<file path="config.mk">
export PLATFORM = sky130hd
export DESIGN_NAME = if_stage
export DESIGN_NICKNAME = d
export VERILOG_FILES = /design/src/rtl/if_stage.sv
export SDC_FILE = /design/constraint.sdc
export NUM_CORES = 1
export LEC_CHECK = 0
export ABC_AREA = 1
export CAP_MARGIN = 20
export CORE_MARGIN = 3
export CORE_UTILIZATION = 34
export DETAILED_ROUTE_END_ITERATION = 8
export GPL_ROUTABILITY_DRIVEN = 0
export PLACE_DENSITY = 0.9
export SYNTH_ARGS = -nofsm -noshare
export SYNTH_HDL_FRONTEND = slang
export SYNTH_SLANG_ARGS = --single-unit
</file>
<file path="constraint.sdc">
create_clock -name clock -period 1.8 [get_ports clock]
set_input_delay 0.27 -clock clock [delete_from_list [all_inputs] [get_ports clock]]
set_output_delay 0.27 -clock clock [all_outputs]
set_load 0.03 [all_outputs]
</file>
<file path="src/rtl/if_stage.sv">
// if_stage -- instruction fetch stage.
// Holds the 10-bit PC, drives the synchronous instruction memory with the
// next-PC so that imem_data always corresponds to the current PC, applies
// jump/branch redirects ahead of stall/freeze, and stops fetching on HALT_WORD.
// Optional build macro: IF_STAGE_PERF_CNT_EN adds fetch_count/stall_count.
//
// state   | meaning
// --------+------------------------------------------------------------
// ST_RUN  | fetching normally; PC advances when enabled and not stalled
// ST_HALT | HALT_WORD retired; PC frozen, NOPs issued until a redirect
module if_stage #(
  parameter logic [31:0] HALT_WORD = 32'hFFFFFFFF
) (
  input  logic        clock,
  input  logic        reset,
  input  logic        enable,
  input  logic        PC_write,
  input  logic        branch_taken,
  input  logic [9:0]  branch_addr,
  input  logic        jump_sel,
  input  logic [9:0]  jump_addr,
  output logic [9:0]  imem_addr,
  input  logic [31:0] imem_data,
  output logic [31:0] instruc_out,
  output logic [9:0]  PC_plus_1_out,
  output logic        halted
`ifdef IF_STAGE_PERF_CNT_EN
  ,
  output logic [31:0] fetch_count,
  output logic [31:0] stall_count
`endif
);

  typedef enum logic [0:0] {
    ST_RUN  = 1'b0,
    ST_HALT = 1'b1
  } state_t;

  state_t      r_state;
  logic [9:0]  r_pc;

  logic        w_redirect;
  logic        w_is_halted;
  logic        w_halt_now;
  logic        w_advance;
  logic [9:0]  w_pc_plus_1;
  logic [9:0]  w_next_pc;

  assign w_redirect  = jump_sel | branch_taken;
  assign w_is_halted = (r_state == ST_HALT);
  assign w_pc_plus_1 = r_pc + 10'd1;

  // The halt word is recognised in the same cycle it is presented, so the PC
  // freezes on the halt address instead of running one word past it.
  assign w_halt_now = (imem_data == HALT_WORD) & enable & PC_write &
                      ~w_redirect & ~w_is_halted;

  assign w_advance = ~reset & ~w_redirect & ~w_is_halted & ~w_halt_now &
                     enable & PC_write;

  // Next-PC selection; redirects win over halt, freeze and stall.
  always_comb begin
    w_next_pc = r_pc;
    if (reset) begin
      w_next_pc = 10'd0;
    end else if (jump_sel) begin
      w_next_pc = jump_addr;
    end else if (branch_taken) begin
      w_next_pc = branch_addr;
    end else if (w_advance) begin
      w_next_pc = w_pc_plus_1;
    end
  end

  assign imem_addr     = w_next_pc;
  assign PC_plus_1_out = w_pc_plus_1;
  assign instruc_out   = w_is_halted ? 32'h0 : imem_data;
  assign halted        = w_is_halted;

  // PC register and run/halt state machine.
  always_ff @(posedge clock) begin
    if (reset) begin
      r_pc    <= 10'd0;
      r_state <= ST_RUN;
    end else begin
      r_pc <= w_next_pc;
      case (r_state)
        ST_RUN: begin
          if (w_halt_now) begin
            r_state <= ST_HALT;
          end
        end
        ST_HALT: begin
          if (w_redirect) begin
            r_state <= ST_RUN;
          end
        end
        default: r_state <= ST_RUN;
      endcase
    end
  end

`ifdef IF_STAGE_PERF_CNT_EN
  logic [31:0] r_fetch_count;
  logic [31:0] r_stall_count;
  logic        w_stall_cycle;

  assign w_stall_cycle = enable & ~PC_write & ~w_redirect & ~w_is_halted;

  // Saturating performance counters: sequential advances and stall cycles.
  always_ff @(posedge clock) begin
    if (reset) begin
      r_fetch_count <= 32'd0;
      r_stall_count <= 32'd0;
    end else begin
      if (w_advance && (r_fetch_count != 32'hFFFFFFFF)) begin
        r_fetch_count <= r_fetch_count + 32'd1;
      end
      if (w_stall_cycle && (r_stall_count != 32'hFFFFFFFF)) begin
        r_stall_count <= r_stall_count + 32'd1;
      end
    end
  end

  assign fetch_count = r_fetch_count;
  assign stall_count = r_stall_count;
`endif

endmodule
</file>
==> metrics.txt, run 1 <==
Yosys warning total 0; fraction of layout cells with a size suffix above 1 48.7%; die span in x 71.8 um; met1 routed wirelength after detailed routing 2.79 mm; fin worst setup slack -0.268 ns; worst reg-to-reg path cell count 11; pin count of the biggest net entering global routing 32; max-slew violation total from the final report 0; crit path max fanout 5; CP top delay family simple AND/OR/NAND/NOR gates; number of antenna violations at the first check in global routing 0; path type of the worst setup path reg2out; sink count of the clock tree 11; RR Startpoint r_pc[1]$_SDFF_PP0_; worst reg2reg setup slack 0.15 ns; Max-Slew Margin vs Limit 70.7%; routed vias/inst 5.19; Cell Area, Synth 1470 um^2; number of iterations in the first detailed-routing pass 4; multi-input combinational cell area 1370 um^2; routed wire length per instance 17.6 um; path type of the worst min-delay path in2reg; unique cell type count in the Yosys netlist 24; wire length of the first global-routing pass 10.8 mm; most frequent standard cell in the layout excluding fill and tap cells sky130_fd_sc_hd__buf_4; total via count after detailed routing 2,402; count of fill cells added during filler insertion 222; number of buffers on the longest clock path 2; clk_lat worst skew 0.25 ns; data arrival time of the worst path 1.80 ns; Setup Skew 0.00484 ns; die height 71.8 um; slowest cell delay on critical path 0.38 ns; number of max-cap violations 0; critical path endpoint category output port; Antenna Nets Post-Route 0; Area growth, synth to finish 131%; Detailed Route WL 8.15 mm; net count of the mapped netlist 311; DRC violations left 0; Setup crit start kind flip-flop; count of pins on the block boundary 111; cells along the critical path nor2_4 -> nand3_2 -> nor2_4 -> nand3_4 -> buf_6 -> nand3_2 -> nand3_4 -> a21oi_4 -> buf_6; number of hold violations in the final report 0; placed instance count 443; net count of the finished layout 473; number of cell rows 23; GRT Total Usage 26.4%; Buffers & Inverters on Critical Path 2; starting density of the core 36.0%; CTS Buf Count 3; Final Cycle Share 115%; number of global-route vias before repair 2,281; detailed router's first-iteration violation count 186; TritonCTS clock tree yes; leakage power 1.71 nW; flops & latches, synth 11; clock-pin slew on the worst setup and hold paths 0.06 ns; final critical path time including I/O delays and setup 2.07 ns; violations in the final reports setup timing; power density normalized to cell area 400 nW/um^2; synthesized area per cell 5.84 um^2; remaining global-route overflow 0; cell area after layout 3400 um^2; Total Die Area 5160 um^2; library cell contributing the largest single delay on the critical path sky130_fd_sc_hd__dfxtp_4; maximum vdd drop 0.000355 V; status finished with violations; highest signal layer in the routed design met4; PortBufs 110; worst slack, placed -0.484 ns; Non-Filler Instances 463; core outline area 4090 um^2; maximum achievable frequency 484 MHz; slew at the pin with the worst max-slew slack 0.439 ns; critical hold path startpoint branch_taken; sequential area share after synthesis 15.0%; clock tree root driver cell sky130_fd_sc_hd__clkbuf_8; Sequential Area 234 um^2; Hold Crit Depth 4; synthesized instance count 252; end point of the worst hold path halted$_SDFF_PP0_; Worst EP required 1.53 ns; total half-perimeter wirelength after legalization and detailed placement 4.77 mm; Detail Route met2 WL 4.35 mm; Final setup viols 14; area of placed instances 2910 um^2; met3 wire len 634 um; top library cells by usage in the layout, fill and taps aside sky130_fd_sc_hd__buf_4, sky130_fd_sc_hd__inv_1, sky130_fd_sc_hd__nor2_1; unrepaired setup endpoints after global routing true; Critical R2R Capture r_pc[6]$_SDFF_PP0_; number of diodes added for antenna fixing 0; H-tree depth 1
routing by layer:
layer,up-vias,track usage (%)
li1,1092,-
met1,1122,29.0
met2,150,50.9
met3,38,4.07
met4,0,8.14
met5,-,0
logic make-up after synthesis:
kind of cell,after synthesis,synth area share [%]
xor+xnor,3,1.78
flops,11,15.0
compound gates,39,13.6
simple gates,129,49.8
buf+inv,69,19.0
fa+ha+maj,1,0.849
worst min-delay path: cells and delay by family:
kind	cells	cell delay [ns]
buffers and inverters	1	0.18
AND/OR/NAND/NOR	2	0.14
AO/OA/AOI/OAI	1	0.06
per-stage QoR:
stage	util (%)	total power [W]	setup TNS, ns	hold slack [ns]
floorplan	-	0.000630	-0.571	0.329
global placement	71.2	0.000973	-5.42	0.523
detailed placement	71.2	0.000987	-6.18	0.527
CTS	76.7	0.00126	-1.61	0.412
global route	83.3	0.00141	-3.03	0.464
finish	83.3	0.00136	-2.34	0.455
synth_stat cells, drive strengths merged:
| cell type | count | share of area (%) |
|---|---|---|
| nand4 | 3 | 1.3 |
| a21oi | 29 | 9.9 |
| nor2 | 47 | 16 |
| xor2 | 3 | 1.8 |
| inv | 60 | 15 |
| ha | 1 | 0.85 |
| a22oi | 2 | 1.0 |
| dfxtp | 11 | 15 |
| nand3 | 27 | 16 |
| o21ai | 8 | 2.7 |
| clkbuf | 4 | 1.3 |
| nor3 | 1 | 1.1 |
| buf | 5 | 2.5 |
| nand2 | 51 | 15 |
how the worst max path moves through the flow:
| stage | cells past startpoint | slack, ns | from | endpoint |
|---|---|---|---|---|
| global placement | 10 | -0.44 | branch_taken | imem_addr[1] |
| global route | 10 | -0.30 | halted$_SDFF_PP0_ | imem_addr[5] |
| CTS | 11 | -0.17 | r_pc[1]$_SDFF_PP0_ | imem_addr[6] |
| detailed placement | 10 | -0.48 | branch_taken | imem_addr[0] |
| floorplan | 9 | -0.07 | halted$_SDFF_PP0_ | imem_addr[0] |
| finish | 9 | -0.27 | halted$_SDFF_PP0_ | imem_addr[5] |
layout make-up:
cell class,count,share of cell area (%)
clock buffers,4,1.32
repair buffers,166,42.9
well taps,50,1.84
inverters,60,6.69
flip-flops and latches,11,6.88
multi-input cells,172,40.3
registers in the layout, summed over array words and instances (netlist names):
name,count
r_pc,10
halted,1
report_power, final:
| group | switching [W] | internal [W] | leakage, nW |
|---|---|---|---|
| sequential | 0.0000256 | 0.000259 | 0.0939 |
| clock | 0.000118 | 0.000157 | 0.0228 |
| combinational | 0.000449 | 0.000354 | 1.59 |
timing repair:
action,4_1_cts,5_1_grt
endpoints found under the hold margin,0,0
endpoints found under the setup margin,15,19
gates cloned,0,0
resized for setup,99,55
hold buffers,0,0
setup buffers,6,12
pin swaps,37,34
Note: power is estimated with default switching activity, not from simulation.
==> inputs of run 2 (changes only) <==
--- a/config.mk
+++ b/config.mk
@@ -11,6 +11,7 @@
 export CORE_UTILIZATION = 34
 export DETAILED_ROUTE_END_ITERATION = 8
 export GPL_ROUTABILITY_DRIVEN = 0
+export MAX_ROUTING_LAYER = met4
 export PLACE_DENSITY = 0.9
 export SYNTH_ARGS = -nofsm -noshare
 export SYNTH_HDL_FRONTEND = slang
==> metrics.txt, run 2 (synthesis gave the netlist of run 1 again) <==
Antenna Nets Post-Route 0; slew at the pin with the worst max-slew slack 0.435 ns; register with the most flip-flops r_pc; core outline area 4090 um^2; cell area after layout 3400 um^2; worst reg2reg setup slack 0.14 ns; total negative slack for setup checks -2.39 ns; sink count of the clock tree 11; Setup Skew 0.00517 ns; number of global-route vias before repair 2,282; unrepaired setup endpoints after global routing true; violations in the final reports setup timing; pin count of the biggest net entering global routing 32; end-of-flow core utilization 83.3%; Final Cycle Share 115%; number of max-cap violations 0; Worst EP required 1.53 ns; total via count after detailed routing 2,419; most frequent standard cell in the layout excluding fill and tap cells sky130_fd_sc_hd__buf_4; power density normalized to cell area 401 nW/um^2; critical hold path startpoint branch_taken; status finished with violations; TritonCTS clock tree yes; end point of the worst hold path halted$_SDFF_PP0_; wire length of the first global-routing pass 10.8 mm; maximum vdd drop 0.000358 V; die span in x 71.8 um; fin worst setup slack -0.266 ns; number of hold violations in the final report 0; die height 71.8 um; remaining global-route overflow 0; worst reg-to-reg path cell count 11; final critical path time including I/O delays and setup 2.07 ns; crit path max fanout 5; Hold Crit Depth 4; starting density of the core 36.0%; clk_lat worst skew 0.25 ns; leakage power 1.71 nW; PortBufs 110; number of buffers on the longest clock path 2; clock-pin slew on the worst setup and hold paths 0.06 ns; number of flip-flops in the largest register 10; GRT Total Usage 27.1%; number of iterations in the first detailed-routing pass 5; clock tree root driver cell sky130_fd_sc_hd__clkbuf_8; area of placed instances 2910 um^2; top library cells by usage in the layout, fill and taps aside sky130_fd_sc_hd__buf_4, sky130_fd_sc_hd__inv_1, sky130_fd_sc_hd__nor2_1; Critical R2R Capture r_pc[6]$_SDFF_PP0_; number of diodes added for antenna fixing 0; total design power 0.00136 W; max-slew violation total from the final report 0; count of pins on the block boundary 111; number of cell rows 23; total half-perimeter wirelength after legalization and detailed placement 4.77 mm; Max-Slew Margin vs Limit 71.0%; routed vias/inst 5.22; H-tree depth 1; Area growth, synth to finish 131%; maximum achievable frequency 484 MHz; fraction of layout cells with a size suffix above 1 48.7%; net count of the finished layout 473; path type of the worst min-delay path in2reg; RR Startpoint r_pc[1]$_SDFF_PP0_; data arrival time of the worst path 1.80 ns; number of antenna violations at the first check in global routing 0; detailed router's first-iteration violation count 182; Total Die Area 5160 um^2; DRC violations left 0; Setup crit start kind flip-flop; CTS Buf Count 3; Final setup viols 14; path type of the worst setup path reg2out; Detailed Route WL 8.17 mm; critical path endpoint category output port; routed wire length per instance 17.6 um
[run 2: cell counts in the layout (fill, tap and decap cells not counted)]
No cell type changed its count.
[run 2: stage by stage]
| stage | std cells | hold WS (ns) | worst slack [ns] |
|---|---|---|---|
| after CTS | 453 | 0.412 | -0.169 |
| final | 463 | 0.448 | -0.266 |
| after global placement | 443 | 0.523 | -0.443 |
| after detailed placement | 443 | 0.527 | -0.484 |
| after global routing | 463 | 0.464 | -0.298 |
| after floorplan | 252 | 0.329 | -0.0703 |
[run 2: layout make-up]
cell class	count	area, um^2
tap	50	62.6
clock buffer	4	45.0
fill	222	684
sequential	11	234
timing repair buffer	166	1460
inverter	60	228
multi-input combinational	172	1370
[run 2: how the worst max path moves through the flow]
stage	startpoint	slack, ns	to
global route	halted$_SDFF_PP0_	-0.30	imem_addr[5]
CTS	r_pc[1]$_SDFF_PP0_	-0.17	imem_addr[6]
detailed placement	branch_taken	-0.48	imem_addr[0]
floorplan	halted$_SDFF_PP0_	-0.07	imem_addr[0]
finish	halted$_SDFF_PP0_	-0.27	imem_addr[5]
global placement	branch_taken	-0.44	imem_addr[1]
[run 2: timing repair]
item / CTS / global route
hold buffers: 0 / 0
setup endpoints to repair: 15 / 19
buffers inserted: 6 / 12
gates resized for setup: 99 / 55
pin swaps: 37 / 34
[run 2: worst max-delay path, stage by stage, from the launching register on]
cell and delay (ns):
sky130_fd_sc_hd__dfxtp_4 0.38, sky130_fd_sc_hd__nor2_4 0.12, sky130_fd_sc_hd__nand3_2 0.10, sky130_fd_sc_hd__nor2_4 0.14
sky130_fd_sc_hd__nand3_4 0.14, sky130_fd_sc_hd__buf_6 0.17, sky130_fd_sc_hd__nand3_2 0.09, sky130_fd_sc_hd__nand3_4 0.10
sky130_fd_sc_hd__a21oi_4 0.16, sky130_fd_sc_hd__buf_6 0.15
[run 2: metal layers]
metal / vias to the layer above / part of all wire [%] / routed length (um) / GRT usage (%)
met2: 166 / 53 / 4330 / 50.9
met4: 0 / 4.7 / 386 / 8.14
met1: 1121 / 34 / 2780 / 29.0
li1: 1088 / - / - / -
met5: - / 0 / 0 / -
met3: 44 / 8.2 / 672 / 3.93
[run 2: power by group]
part	switching (W)	internal [W]
logic	0.000448	0.000354
registers	0.0000259	0.000259
clock network	0.000119	0.000157
total	0.000594	0.000770
==> inputs of run 3 (changes only) <==
--- a/config.mk
+++ b/config.mk
@@ -8,11 +8,12 @@
 export ABC_AREA = 1
 export CAP_MARGIN = 20
 export CORE_MARGIN = 3
-export CORE_UTILIZATION = 34
+export CORE_UTILIZATION = 31
+export CTS_CLUSTER_DIAMETER = 80
 export DETAILED_ROUTE_END_ITERATION = 8
 export GPL_ROUTABILITY_DRIVEN = 0
 export MAX_ROUTING_LAYER = met4
-export PLACE_DENSITY = 0.9
+export PLACE_DENSITY = 0.87
 export SYNTH_ARGS = -nofsm -noshare
 export SYNTH_HDL_FRONTEND = slang
 export SYNTH_SLANG_ARGS = --single-unit
==> constraint.sdc (replaced) <==
create_clock -name clock -period 1.66 [get_ports clock]
set_input_delay 0.249 -clock clock [delete_from_list [all_inputs] [get_ports clock]]
set_output_delay 0.249 -clock clock [all_outputs]
set_load 0.03 [all_outputs]
==> metrics.txt, run 3 (synthesis gave the netlist of run 1 again) <==
status finished with violations; violations in the final reports setup timing; power dissipated by switching net loads 0.000670 W; TritonCTS clock tree yes; internal power 0.000887 W; power density normalized to cell area 417 nW/um^2; Buffers & Inverters on Critical Path 3; wire length of the first global-routing pass 10.6 mm; cells along the critical path dlygate4sd2_1 -> nand2_1 -> nor2_1 -> nand2_2 -> nor2_8 -> nand3_4 -> nand2_2 -> buf_6 -> nand2_2 -> nand3_4 -> a21oi_4 -> buf_6; pin count of the biggest net entering global routing 24; worst reg-to-reg path cell count 9; total negative slack for setup checks -4.38 ns; number of iterations in the first detailed-routing pass 7; total design power 0.00156 W; clock-pin slew on the worst setup and hold paths 0.06 ns; slew at the pin with the worst max-slew slack 0.423 ns; path type of the worst min-delay path in2reg; critical path endpoint category output port; Clock Power Share 19.3%; data arrival time of the worst path 1.76 ns; combinational group share of total power 60.9%; end point of the worst hold path halted$_SDFF_PP0_; worst reg2reg setup slack 0.13 ns; detailed router's first-iteration violation count 154; Critical R2R Capture r_pc[1]$_SDFF_PP0_; clk_lat worst skew 0.25 ns; Worst EP required 1.41 ns; total via count after detailed routing 2,584; number of hold violations in the final report 0; GRT Total Usage 25.6%; routed wire length per instance 19.0 um; Hold Crit Depth 3; maximum vdd drop 0.000422 V; die height 74.9 um; Antenna Nets Post-Route 0; remaining global-route overflow 0; core outline area 4470 um^2; routed vias/inst 5.41; Total Die Area 5610 um^2; leakage power 1.82 nW; number of buffers on the longest clock path 2; CP top delay family simple AND/OR/NAND/NOR gates; number of global-route vias before repair 2,305; CTS Buf Count 3; count of fill cells added during filler insertion 234; H-tree depth 1; maximum achievable frequency 498 MHz; most frequent standard cell in the layout excluding fill and tap cells sky130_fd_sc_hd__buf_4; total half-perimeter wirelength after legalization and detailed placement 4.70 mm; number of flip-flops in the largest register 10; Non-Filler Instances 478; fraction of layout cells with a size suffix above 1 56.5%; placed instance count 448; Area growth, synth to finish 153%; slowest cell delay on critical path 0.25 ns; sink count of the clock tree 11; Final setup viols 35; die span in x 74.9 um; Detailed Route WL 9.09 mm; library cell contributing the largest single delay on the critical path sky130_fd_sc_hd__dlygate4sd2_1; final critical path time including I/O delays and setup 2.01 ns; number of antenna violations at the first check in global routing 1; number of max-cap violations 0; count of pins on the block boundary 111; DRC violations left 0; max-slew violation total from the final report 0; Max-Slew Margin vs Limit 71.8%; path type of the worst setup path in2out; net count of the finished layout 485; top library cells by usage in the layout, fill and taps aside sky130_fd_sc_hd__buf_4, sky130_fd_sc_hd__inv_1, sky130_fd_sc_hd__buf_6; fin worst setup slack -0.347 ns; Final Cycle Share 121%; switching part of the total power 43.0%; Setup crit start kind input port; RR Startpoint halted$_SDFF_PP0_; number of cell rows 24; part of the power in registers 19.8%; Setup Skew 0.00492 ns; starting density of the core 32.9%; worst slack, placed -0.522 ns; clock tree root driver cell sky130_fd_sc_hd__clkbuf_8; crit path max fanout 6; critical hold path startpoint reset; register with the most flip-flops r_pc; unrepaired setup endpoints after global routing true; PortBufs 110; most frequent cell on the critical path sky130_fd_sc_hd__nand2_2
run 3: cell count changes in the layout (fill, tap and decap cells not counted), sizes merged:
| cell | before | now |
|---|---|---|
| diode | 0 | 1 |
| clkinv | 0 | 1 |
| dlymetal6s2s | 2 | 0 |
| clkdlybuf4s50 | 21 | 20 |
| clkdlybuf4s15 | 2 | 3 |
| buf | 106 | 117 |
| clkbuf | 8 | 6 |
| dlygate4sd2 | 31 | 35 |
run 3: how the worst max path moves through the flow:
stage	from	slack, ns	cells after the start	end
floorplan	halted$_SDFF_PP0_	-0.19	9	imem_addr[0]
global placement	imem_data[22]	-0.48	12	imem_addr[9]
detailed placement	imem_data[20]	-0.52	12	imem_addr[9]
CTS	halted$_SDFF_PP0_	-0.25	9	imem_addr[2]
global route	r_pc[1]$_SDFF_PP0_	-0.42	10	imem_addr[6]
finish	imem_data[15]	-0.35	12	imem_addr[2]
run 3: area by class of cell:
type,instances,area [um^2],area share [%]
timing repair buffer,178,1720,46.2
multi-input combinational,172,1420,38.1
clock inverter,1,5.00,0.134
tap,52,65.1,1.74
clock buffer,3,41.3,1.11
antenna,1,2.50,0.0671
inverter,60,228,6.11
sequential,11,245,6.58
run 3: routing by layer:
layer / GRT usage, % / wire, um
met5: - / 0
met4: 14.2 / 514
met2: 45.6 / 4880
met3: 5.21 / 697
met1: 25.9 / 2990
run 3: timing repair:
action / CTS / global route
gates cloned: 0 / 3
buffers inserted: 20 / 7
gates resized for setup: 99 / 102
hold buffers: 0 / 0
pin swaps: 42 / 31
endpoints found under the setup margin: 18 / 38
run 3: power by group through the flow:
stage	sequential [W]	clock [W]	combinational (W)
2_1_floorplan	0.000299	0	0.000384
3_3_place_gp	0.000302	0	0.000754
3_5_place_dp	0.000304	0	0.000769
4_1_cts	0.000302	0.000287	0.000814
5_1_grt	0.000309	0.000309	0.000992
6_report	0.000308	0.000300	0.000948
run 3: tightest hold or removal path, cell delays in order:
cell                            delay (ns)
sky130_fd_sc_hd__dlygate4sd2_1        0.25
sky130_fd_sc_hd__buf_4                0.18
sky130_fd_sc_hd__a21oi_1              0.04
run 3: through the flow:
| step | util, % | hold WS (ns) | instance area (um^2) |
|---|---|---|---|
| global route | 83.3 | 0.534 | 3730 |
| CTS | 72.9 | 0.503 | 3260 |
| detailed placement | 65.7 | 0.643 | 2940 |
| global placement | 65.7 | 0.628 | 2940 |
| floorplan | - | 0.308 | 1600 |
| finish | 83.3 | 0.508 | 3730 |
